<file path="src/rtl/mips_muldiv_unit.sv">
// Iterative MIPS multiply/divide unit with architectural HI/LO registers.
// Define MULDIV_MADD_EN to enable the MADD/MADDU accumulate operations.
module mips_muldiv_unit #(
  parameter int WIDTH = 32,
  parameter int CNT_W = $clog2(WIDTH) + 1
) (
  input  logic             clk,
  input  logic             reset,
  input  logic             start,
  input  logic [2:0]       op,
  input  logic [WIDTH-1:0] a,
  input  logic [WIDTH-1:0] b,
  input  logic             hi_we,
  input  logic             lo_we,
  input  logic [WIDTH-1:0] wdata,
  output logic             busy,
  output logic             done,
  output logic             div_by_zero,
  output logic [WIDTH-1:0] hi,
  output logic [WIDTH-1:0] lo
);

  typedef enum logic [1:0] {
    IDLE,
    RUN,
    FIN
  } state_t;

  state_t state_q, state_d;

  logic [CNT_W-1:0]   cnt_q;
  logic [WIDTH-1:0]   hi_q, lo_q;
  logic               dbz_q;
  logic [WIDTH-1:0]   acc_q;
  logic [WIDTH-1:0]   q_q;
  logic [WIDTH-1:0]   operand_q;
  logic [WIDTH-1:0]   a_q;
  logic               is_div_q;
  logic               neg_q;
  logic               rem_neg_q;
  logic               b_zero_q;
`ifdef MULDIV_MADD_EN
  logic               madd_q;
`endif

  logic               op_valid;
  logic               accept;
  logic               signed_op;
  logic               a_neg, b_neg;
  logic [WIDTH-1:0]   a_mag, b_mag;

`ifdef MULDIV_MADD_EN
  assign op_valid = (op <= 3'd5);
`else
  assign op_valid = ~op[2];
`endif

  assign accept    = (state_q == IDLE) && start && op_valid;
  assign signed_op = ~op[0];
  assign a_neg     = signed_op & a[WIDTH-1];
  assign b_neg     = signed_op & b[WIDTH-1];
  assign a_mag     = a_neg ? -a : a;
  assign b_mag     = b_neg ? -b : b;

  // One radix-2 step: shift-add for multiply, restoring subtract for divide.
  logic [WIDTH:0]     mul_sum;
  logic [WIDTH:0]     shifted;
  logic [WIDTH-1:0]   trial;
  logic               fits;

  assign mul_sum = {1'b0, acc_q} + (q_q[0] ? {1'b0, operand_q} : '0);
  assign shifted = {acc_q, q_q[WIDTH-1]};
  assign fits    = (shifted >= {1'b0, operand_q});
  assign trial   = shifted[WIDTH-1:0] - operand_q;

  logic [2*WIDTH-1:0] prod_mag;
  logic [2*WIDTH-1:0] prod_res;
  logic [WIDTH-1:0]   quot;
  logic [WIDTH-1:0]   rem;
  logic [2*WIDTH-1:0] mul_result;
  logic [2*WIDTH-1:0] result;

  assign prod_mag = {acc_q, q_q};
  assign prod_res = neg_q ? -prod_mag : prod_mag;
  assign quot     = neg_q ? -q_q : q_q;
  assign rem      = rem_neg_q ? -acc_q : acc_q;

`ifdef MULDIV_MADD_EN
  assign mul_result = madd_q ? ({hi_q, lo_q} + prod_res) : prod_res;
`else
  assign mul_result = prod_res;
`endif

  // Divide by zero reports the raw dividend in HI and all ones in LO.
  always_comb begin
    result = mul_result;
    if (is_div_q) begin
      if (b_zero_q) result = {a_q, {WIDTH{1'b1}}};
      else          result = {rem, quot};
    end
  end

  always_comb begin
    state_d = state_q;
    case (state_q)
      IDLE:    if (accept) state_d = RUN;
      RUN:     if (cnt_q == '0) state_d = FIN;
      FIN:     state_d = IDLE;
      default: state_d = IDLE;
    endcase
  end

  always_ff @(posedge clk) begin
    if (!reset) begin
      state_q   <= IDLE;
      cnt_q     <= '0;
      hi_q      <= '0;
      lo_q      <= '0;
      dbz_q     <= 1'b0;
      acc_q     <= '0;
      q_q       <= '0;
      operand_q <= '0;
      a_q       <= '0;
      is_div_q  <= 1'b0;
      neg_q     <= 1'b0;
      rem_neg_q <= 1'b0;
      b_zero_q  <= 1'b0;
`ifdef MULDIV_MADD_EN
      madd_q    <= 1'b0;
`endif
    end else begin
      state_q <= state_d;
      case (state_q)
        IDLE: begin
          if (accept) begin
            cnt_q     <= CNT_W'(WIDTH);
            dbz_q     <= 1'b0;
            acc_q     <= '0;
            q_q       <= op[1] ? a_mag : b_mag;
            operand_q <= op[1] ? b_mag : a_mag;
            a_q       <= a;
            is_div_q  <= op[1];
            neg_q     <= a_neg ^ b_neg;
            rem_neg_q <= a_neg;
            b_zero_q  <= (b == '0);
`ifdef MULDIV_MADD_EN
            madd_q    <= op[2];
`endif
          end else begin
            if (hi_we) hi_q <= wdata;
            if (lo_we) lo_q <= wdata;
          end
        end
        RUN: begin
          if (cnt_q != '0) begin
            cnt_q <= cnt_q - CNT_W'(1);
            if (is_div_q) begin
              acc_q <= fits ? trial : shifted[WIDTH-1:0];
              q_q   <= {q_q[WIDTH-2:0], fits};
            end else begin
              acc_q <= mul_sum[WIDTH:1];
              q_q   <= {mul_sum[0], q_q[WIDTH-1:1]};
            end
          end else begin
            hi_q  <= result[2*WIDTH-1:WIDTH];
            lo_q  <= result[WIDTH-1:0];
            dbz_q <= is_div_q & b_zero_q;
          end
        end
        default: ;
      endcase
    end
  end

  assign busy        = (state_q != IDLE);
  assign done        = (state_q == FIN);
  assign div_by_zero = dbz_q;
  assign hi          = hi_q;
  assign lo          = lo_q;

endmodule

</file>
<file path="config.mk">
export PLATFORM = sky130hd
export DESIGN_NAME = mips_muldiv_unit
export DESIGN_NICKNAME = d
export VERILOG_FILES = /design/src/rtl/mips_muldiv_unit.sv
export SDC_FILE = /design/constraint.sdc
export NUM_CORES = 1
export LEC_CHECK = 0
export ABC_CLOCK_PERIOD_IN_PS = 3350
export CAP_MARGIN = 10
export CORE_MARGIN = 1
export CORE_UTILIZATION = 30
export DETAILED_ROUTE_END_ITERATION = 16
export DONT_BUFFER_PORTS = 1
export MAX_ROUTING_LAYER = met4
export SLEW_MARGIN = 5
export SYNTH_ARGS = -nofsm -noshare
export SYNTH_HDL_FRONTEND = slang
export SYNTH_SLANG_ARGS = --single-unit
export TNS_END_PERCENT = 20
</file>
<file path="constraint.sdc">
create_clock -name clk -period 3.35 [get_ports clk]
set_input_delay 0.67 -clock clk [delete_from_list [all_inputs] [get_ports clk]]
set_output_delay 0.67 -clock clk [all_outputs]
set_load 0.01 [all_outputs]
</file>
==> out/qor.txt, run 1 <==
Netlist cell types = 73
Die Wd = 239 µm
Largest net degree at the start of global routing = 84
Synthesized instance count = 2348
Final hold violations = 0
Power Dens Cells = 435 nW/µm²
Worst-path cell chain = buf_4 -> or4_1 -> or3_4 -> or4_4 -> o31ai_1 -> xor2_1 -> a21oi_1 -> o221a_2
Tcrit/Tclk final = 101%
Number of buffers created by CTS = 24
Drt total wl = 76.3 mm
Seq/Total Area, Yosys = 24.3%
CTS sink count = 205
Post-synthesis register bit count = 205
Die area = 57200 µm²
Grt ovf = 0
DP HPWL = 59.3 mm
Max Slew Vio Count = 0
Clock Skew = 25.3 ps
Setup_tns = -19.9 ps
Row cnt = 86
Syn_nets = 2524
Final setup violation count = 1
Min cycle time layout = 3370 ps
Worst vdd ir = 313 µV
Area growth syn-to-layout = 14.6%
Hold Crit Class = input pin to flop
Crit path max fanout = 8
First-pass GRT wire length = 110 mm
RePlAce Congestion = 0.986
YS warnings = 0
Post-route ant nets = 0
Critical Path AT = 3820 ps
Critical-path top delay cell = or4_4
Initial antenna violation count = 1
Failing checks = negative setup slack
Crit start category = flop
Final worst setup slack = -19.9 ps
DR vias = 18400
Slowest Stage Delay on Critical Path = 610 ps
Worst skew pair latency = 560 ps
Critical path endpoint category = flop
Fmax = 0.297 GHz
Mapped cell area = 16900 µm²
Vias in the first global route = 16900
Dpl cell area = 18400 µm²
Ys flop type = dfxtp_1
# IOs = 171
Root Buffer = clkbuf_16
Clock buffer depth = 3
Final Cell Area = 19300 µm²
Syn Area/Cell = 7.19 µm²
Slew @ Worst Pin = 1240 ps
Layout cell share with drive strength beyond 1 = 11.6%
Slew HR = 16.5%
DR iter-0 viols = 2144
# nets final = 2528
Area of the core = 55300 µm²
Initial DRT Pass Iterations = 9
Chip Height = 239 µm
Clk pin slew, worst setup/hold paths = 60 ps
Pleak = 7.62 nW
Via density = 5.91
Post-synth EDFFs = 0
Initial Utilization = 30.5%
CTS tree = done
RSZ-0062 raised after global routing = true
WS Path Type = flop to flop
Filler instances = 5959
Hold slack = 242 ps
Post-synth ARST share = 0%
Status = complete, but fails checks
Post-route DRC = 0
WP data required = 3800 ps
Htree depth = 1
Tot GR Track Use = 26.5%
Max-cap viol count = 0
IO buf count = 0
Routed len/inst = 24.5 µm
[cell type report]
class / count / area [µm²] / area share (%)
clock buffer: 35 / 703 / 3.63
tap: 748 / 936 / 4.84
antenna: 1 / 2.50 / 0.0129
inverter: 69 / 262 / 1.35
multi-input combinational: 1883 / 11900 / 61.5
timing repair buffer: 169 / 1290 / 6.69
sequential: 205 / 4110 / 21.2
clock inverter: 9 / 135 / 0.698
[per-layer routing]
metal | vias up | part of all wire (%) | global-route usage, %
met4 | 0 | 4.9 | 10.5
li1 | 8476 | - | -
met5 | - | 0 | -
met1 | 8812 | 41 | 34.0
met2 | 994 | 42 | 38.3
met3 | 164 | 12 | 8.26
[logic make-up (layout without fill, tap and decap cells)]
family / after synthesis / count (layout) / share of synthesized area (%)
XOR/XNOR: 202 / 202 / 10.5
buffers and inverters: 260 / 282 / 5.87
AND/OR/NAND/NOR: 740 / 740 / 20.0
multiplexers: 80 / 80 / 4.80
other: 0 / 1 / 0
AO/OA/AOI/OAI: 789 / 789 / 29.1
adder cells (fa/ha/maj): 72 / 72 / 5.43
flip-flops: 205 / 205 / 24.3
[cells in the final DEF, fill, tap and decap left out, types with 7 or more instances in the layout]
cell       count
nand4_1       21
mux2i_1       73
ha_1          70
a31oi_1       57
nand2b_1      16
a211o_1        8
or3_1         21
and3_1        15
o221ai_1       7
a211oi_1      31
o41ai_1       11
o221a_2        7
nor3_1        34
o31ai_1       34
o21ai_0      190
o22ai_1       11
a22oi_1       11
xnor2_1      132
or4_1         17
xor2_1        70
a21oi_1      233
o211ai_1      50
nor4_1        19
nor2_1       185
o21ai_1       11
a311oi_1      12
and2_1        10
o21bai_1      10
buf_4        167
o21a_1        16
or2_2         10
dfxtp_1      202
nand3_1       36
a21o_1        29
nor2b_1       12
inv_1         65
clkbuf_16     25
mux2_2         7
nand2_1      310
[through the flow]
stage          power (mW)  setup slack (ps)  utilization (%)  instances
5_1_grt              8.71             -39.3             35.0       3119
6_report             8.42             -19.9             35.0       3119
2_1_floorplan        4.53               155                -       2348
3_5_place_dp         5.51              -171             33.3       3073
3_3_place_gp         5.49              -106             33.3       3073
4_1_cts              8.34             -61.0             34.8       3117
[final timing paths]
kind,from,endpoint,slack (ps),cells past startpoint
worst max-delay path,q_q[0],lo[29],-20,8
worst min-delay path,reset,state_q[1],240,1
worst max register to register,q_q[0],lo[29],-20,8
worst min register to register,operand_q[5],operand_q[5],450,2
[power breakdown]
part	leakage (nW)	internal (mW)	switching, mW
clock network	0.405	1.69	1.18
logic	5.54	0.961	1.65
registers	1.68	2.66	0.275
total	7.62	5.31	3.11
[worst max-delay path, delay by kind of cell, from the launching register on]
| family | cells | cell delay, ps |
|---|---|---|
| compound gates | 3 | 700 |
| xor+xnor | 1 | 480 |
| buf+inv | 1 | 160 |
| flops | 1 | 340 |
| simple gates | 3 | 1580 |
[flip-flops by register name, summed over array words and instances, names as in the netlist]
register / count
div_by_zero: 1
operand_q: 32
is_div_q: 1
state_q: 2
cnt_q: 6
neg_q: 1
a_q: 32
lo: 32
b_zero_q: 1
rem_neg_q: 1
q_q: 32
hi: 32
acc_q: 32
[cells in the mapped netlist, types with 8 or more instances]
| master | instances | area [µm²] |
|---|---|---|
| clkbuf_1 | 175 | 657 |
| a211o_1 | 8 | 70.1 |
| nor2b_1 | 13 | 81.3 |
| o21ai_0 | 202 | 1010 |
| a31oi_1 | 58 | 363 |
| or2_2 | 10 | 62.6 |
| o22ai_1 | 11 | 68.8 |
| xnor2_1 | 132 | 1160 |
| o211ai_1 | 50 | 375 |
| o31ai_1 | 35 | 263 |
| buf_1 | 14 | 52.6 |
| inv_1 | 67 | 251 |
| xor2_1 | 70 | 613 |
| a21boi_0 | 8 | 60.1 |
| a21oi_1 | 233 | 1170 |
| a211oi_1 | 33 | 248 |
| dfxtp_1 | 205 | 4100 |
| nand4_1 | 21 | 131 |
| o41ai_1 | 13 | 114 |
| o21bai_1 | 10 | 75.1 |
| nor3_1 | 37 | 185 |
| nand3_1 | 36 | 180 |
| nand2b_1 | 17 | 106 |
| a21o_1 | 29 | 218 |
| mux2i_1 | 73 | 731 |
| nor4_1 | 21 | 131 |
| or4_1 | 17 | 128 |
| nor2_1 | 187 | 702 |
| o21a_1 | 16 | 120 |
| a22oi_1 | 11 | 82.6 |
| nand2_1 | 311 | 1170 |
| ha_1 | 70 | 876 |
| a311oi_1 | 12 | 105 |
| and2_1 | 10 | 62.6 |
| or3_1 | 21 | 131 |
| and3_1 | 15 | 93.8 |
[what timing repair did]
action                                 4_1_cts  5_1_grt
resized for setup                            6       27
buffers inserted                             0        1
hold buffers                                 0        0
endpoints found under the hold margin        0        0
pin swaps                                    0        4
setup endpoints to repair                    7       40
(Power assumes the default switching activity.)
==> run 2: changes to the inputs <==
--- a/config.mk
+++ b/config.mk
@@ -7,11 +7,12 @@
 export LEC_CHECK = 0
 export ABC_CLOCK_PERIOD_IN_PS = 3350
 export CAP_MARGIN = 10
-export CORE_MARGIN = 1
+export CORE_MARGIN = 2
 export CORE_UTILIZATION = 30
 export DETAILED_ROUTE_END_ITERATION = 16
 export DONT_BUFFER_PORTS = 1
 export MAX_ROUTING_LAYER = met4
+export SETUP_SLACK_MARGIN = 0.4
 export SLEW_MARGIN = 5
 export SYNTH_ARGS = -nofsm -noshare
 export SYNTH_HDL_FRONTEND = slang
==> run 2 against run 1 <==
Against the previous run: the run now ends clean; global-route usage is 0.85 points lower; largest power group unchanged; critical endpoint is now acc_q[23]; register-to-register slack improved by 290 ps; clock power grew 2%; clock skew fell by 12 ps; via count hardly changed; die area is 1.7% higher; routed wire length is 0.42% lower; first-iteration DRC count decreased by 9.1%; combinational power grew 4%; highest routed layer unchanged; cell area is 3.5% higher.
==> out/qor.txt, run 2 (synthesized netlist as in run 1, its figures left out) <==
Status = finished clean
CP endpoint = acc_q[23]
Crit start category = flop
Area growth syn-to-layout = 18.6%
Commonest cells after routing, fill and taps aside = nand2_1 (308), a21oi_1 (225), dfxtp_1 (194)
Grt ovf = 0
Setup crit start = q_q[0]
# nets final = 2536
Post-route ant nets = 0
Slew HR = 15.9%
DR vias = 18500
Crit path max fanout = 21
DP HPWL = 58.8 mm
Worst vdd ir = 320 µV
Max-cap viol count = 0
Post-placement cell count = 3064
Clk pin slew, worst setup/hold paths = 60 ps
Overall Power = 8.59 mW
Tot GR Track Use = 25.6%
Util after Layout = 36.1%
Die Wd = 241 µm
Min cycle time layout = 3080 ps
Pleak = 7.73 nW
R2r startpoint = q_q[0]
CTS tree = done
CTS sink count = 205
Post-route DRC = 0
Initial DRT Pass Iterations = 6
Root Buffer = clkbuf_16
Initial antenna violation count = 1
Fmax = 0.324 GHz
R2R Path End = acc_q[23]
Hold Crit Class = input pin to flop
DR iter-0 viols = 1949
Dpl cell area = 18400 µm²
Non-Filler Instances = 3128
Logic pwr share = 31.7%
RSZ-0062 raised after global routing = true
Final hold violations = 0
Critical path endpoint category = flop
Multi-input gate area = 12400 µm²
Via density = 5.90
Routed len/inst = 24.3 µm
Switching Share = 36.8%
RePlAce Congestion = 0.999
Clk pwr share = 34.1%
Number of buffers created by CTS = 25
Final Cell Area = 20000 µm²
Largest net degree at the start of global routing = 84
Commonest non-fill, non-tap cell in the layout = nand2_1
IO buf count = 0
Hold Crit Start = a[18]
Seq pwr share = 34.2%
Drt total wl = 76.0 mm
Register area = 4130 µm²
Row cnt = 86
Register-to-register setup slack = 270 ps
First-pass GRT wire length = 110 mm
Filler instances = 5835
WP data required = 3770 ps
Clock buffer depth = 3
Reg2Reg Depth = 13
# IOs = 171
Initial Utilization = 30.5%
Internal power = 5.43 mW
Psw = 3.16 mW
Slew @ Worst Pin = 1250 ps
Critical Path AT = 3500 ps
WS Path Type = flop to flop
Final setup violation count = 0
Htree depth = 1
Max Slew Vio Count = 0
Layout cell share with drive strength beyond 1 = 15.9%
Power Dens Cells = 429 nW/µm²
Tcrit/Tclk final = 92.0%
Worst skew pair latency = 550 ps
Vias in the first global route = 16900
Area of the core = 55400 µm²
Clock Skew = 13.4 ps
Die area = 58200 µm²
Chip Height = 241 µm
## run 2: cell types whose count changed in the layout (fill, tap and decap cells not counted), sizes merged
cell	change
clkinv	+4
bufinv	+1
buf	+7
inv	+2
clkbuf	-5
## run 2: worst min-delay path by stage
stage	to	slack, ps	cells past startpoint
2_1_floorplan	operand_q[11]	430	2
3_3_place_gp	operand_q[11]	440	2
3_5_place_dp	operand_q[18]	440	2
4_1_cts	lo[11]	260	2
5_1_grt	state_q[1]	260	1
6_report	a_q[18]	260	2
## run 2: cell type report
| class | count | area share, % |
|---|---|---|
| Timing Repair Buffer | 176 | 7.02 |
| Inverter | 69 | 1.32 |
| Clock buffer | 30 | 3.32 |
| Tap cell | 748 | 4.67 |
| Antenna cell | 1 | 0.0125 |
| Multi-Input combinational cell | 1883 | 62.0 |
| Clock inverter | 16 | 1.00 |
| Sequential cell | 205 | 20.6 |
## run 2: power groups by stage
stage	Clock, mW	Sequential, mW	Combinational [mW]
finish	2.93	2.94	2.72
global placement	0	2.98	2.50
detailed placement	0	2.98	2.51
global route	3.03	2.95	2.92
floorplan	0	2.88	1.65
CTS	2.94	2.93	2.60
## run 2: worst max-delay path: stages (launching register included)
cell and delay (ps):
dfxtp_4 390, inv_6 60, buf_12 160, nor2_1 160, ha_1 330, a21o_1 220
nor2b_1 150, nor4_1 60, o41ai_1 600, a41oi_2 120, o21ai_0 220, a21oi_1 110
xor2_1 220, o221ai_1 150
## run 2: per-stage QoR
stage	worst slack (ps)	hold slack (ps)	setup TNS (ps)
3_5_place_dp	-273	445	-408
2_1_floorplan	323	432	0
3_3_place_gp	-198	440	-283
4_1_cts	323	257	0
5_1_grt	207	260	0
6_report	268	260	0
## run 2: per-layer routing
layer	GRT usage [%]	vias to the layer above	share of wire (%)
li1	-	8491	-
met1	34.3	8888	43
met2	38.2	932	44
met3	5.85	143	9.7
met4	7.88	0	3.8
met5	-	-	0
## run 2: what timing repair did
item                       CTS  global route
pin swaps                   26            42
setup endpoints to repair   54            78
gates resized for setup     69            87
hold buffers                 0             0
setup buffers               11             6
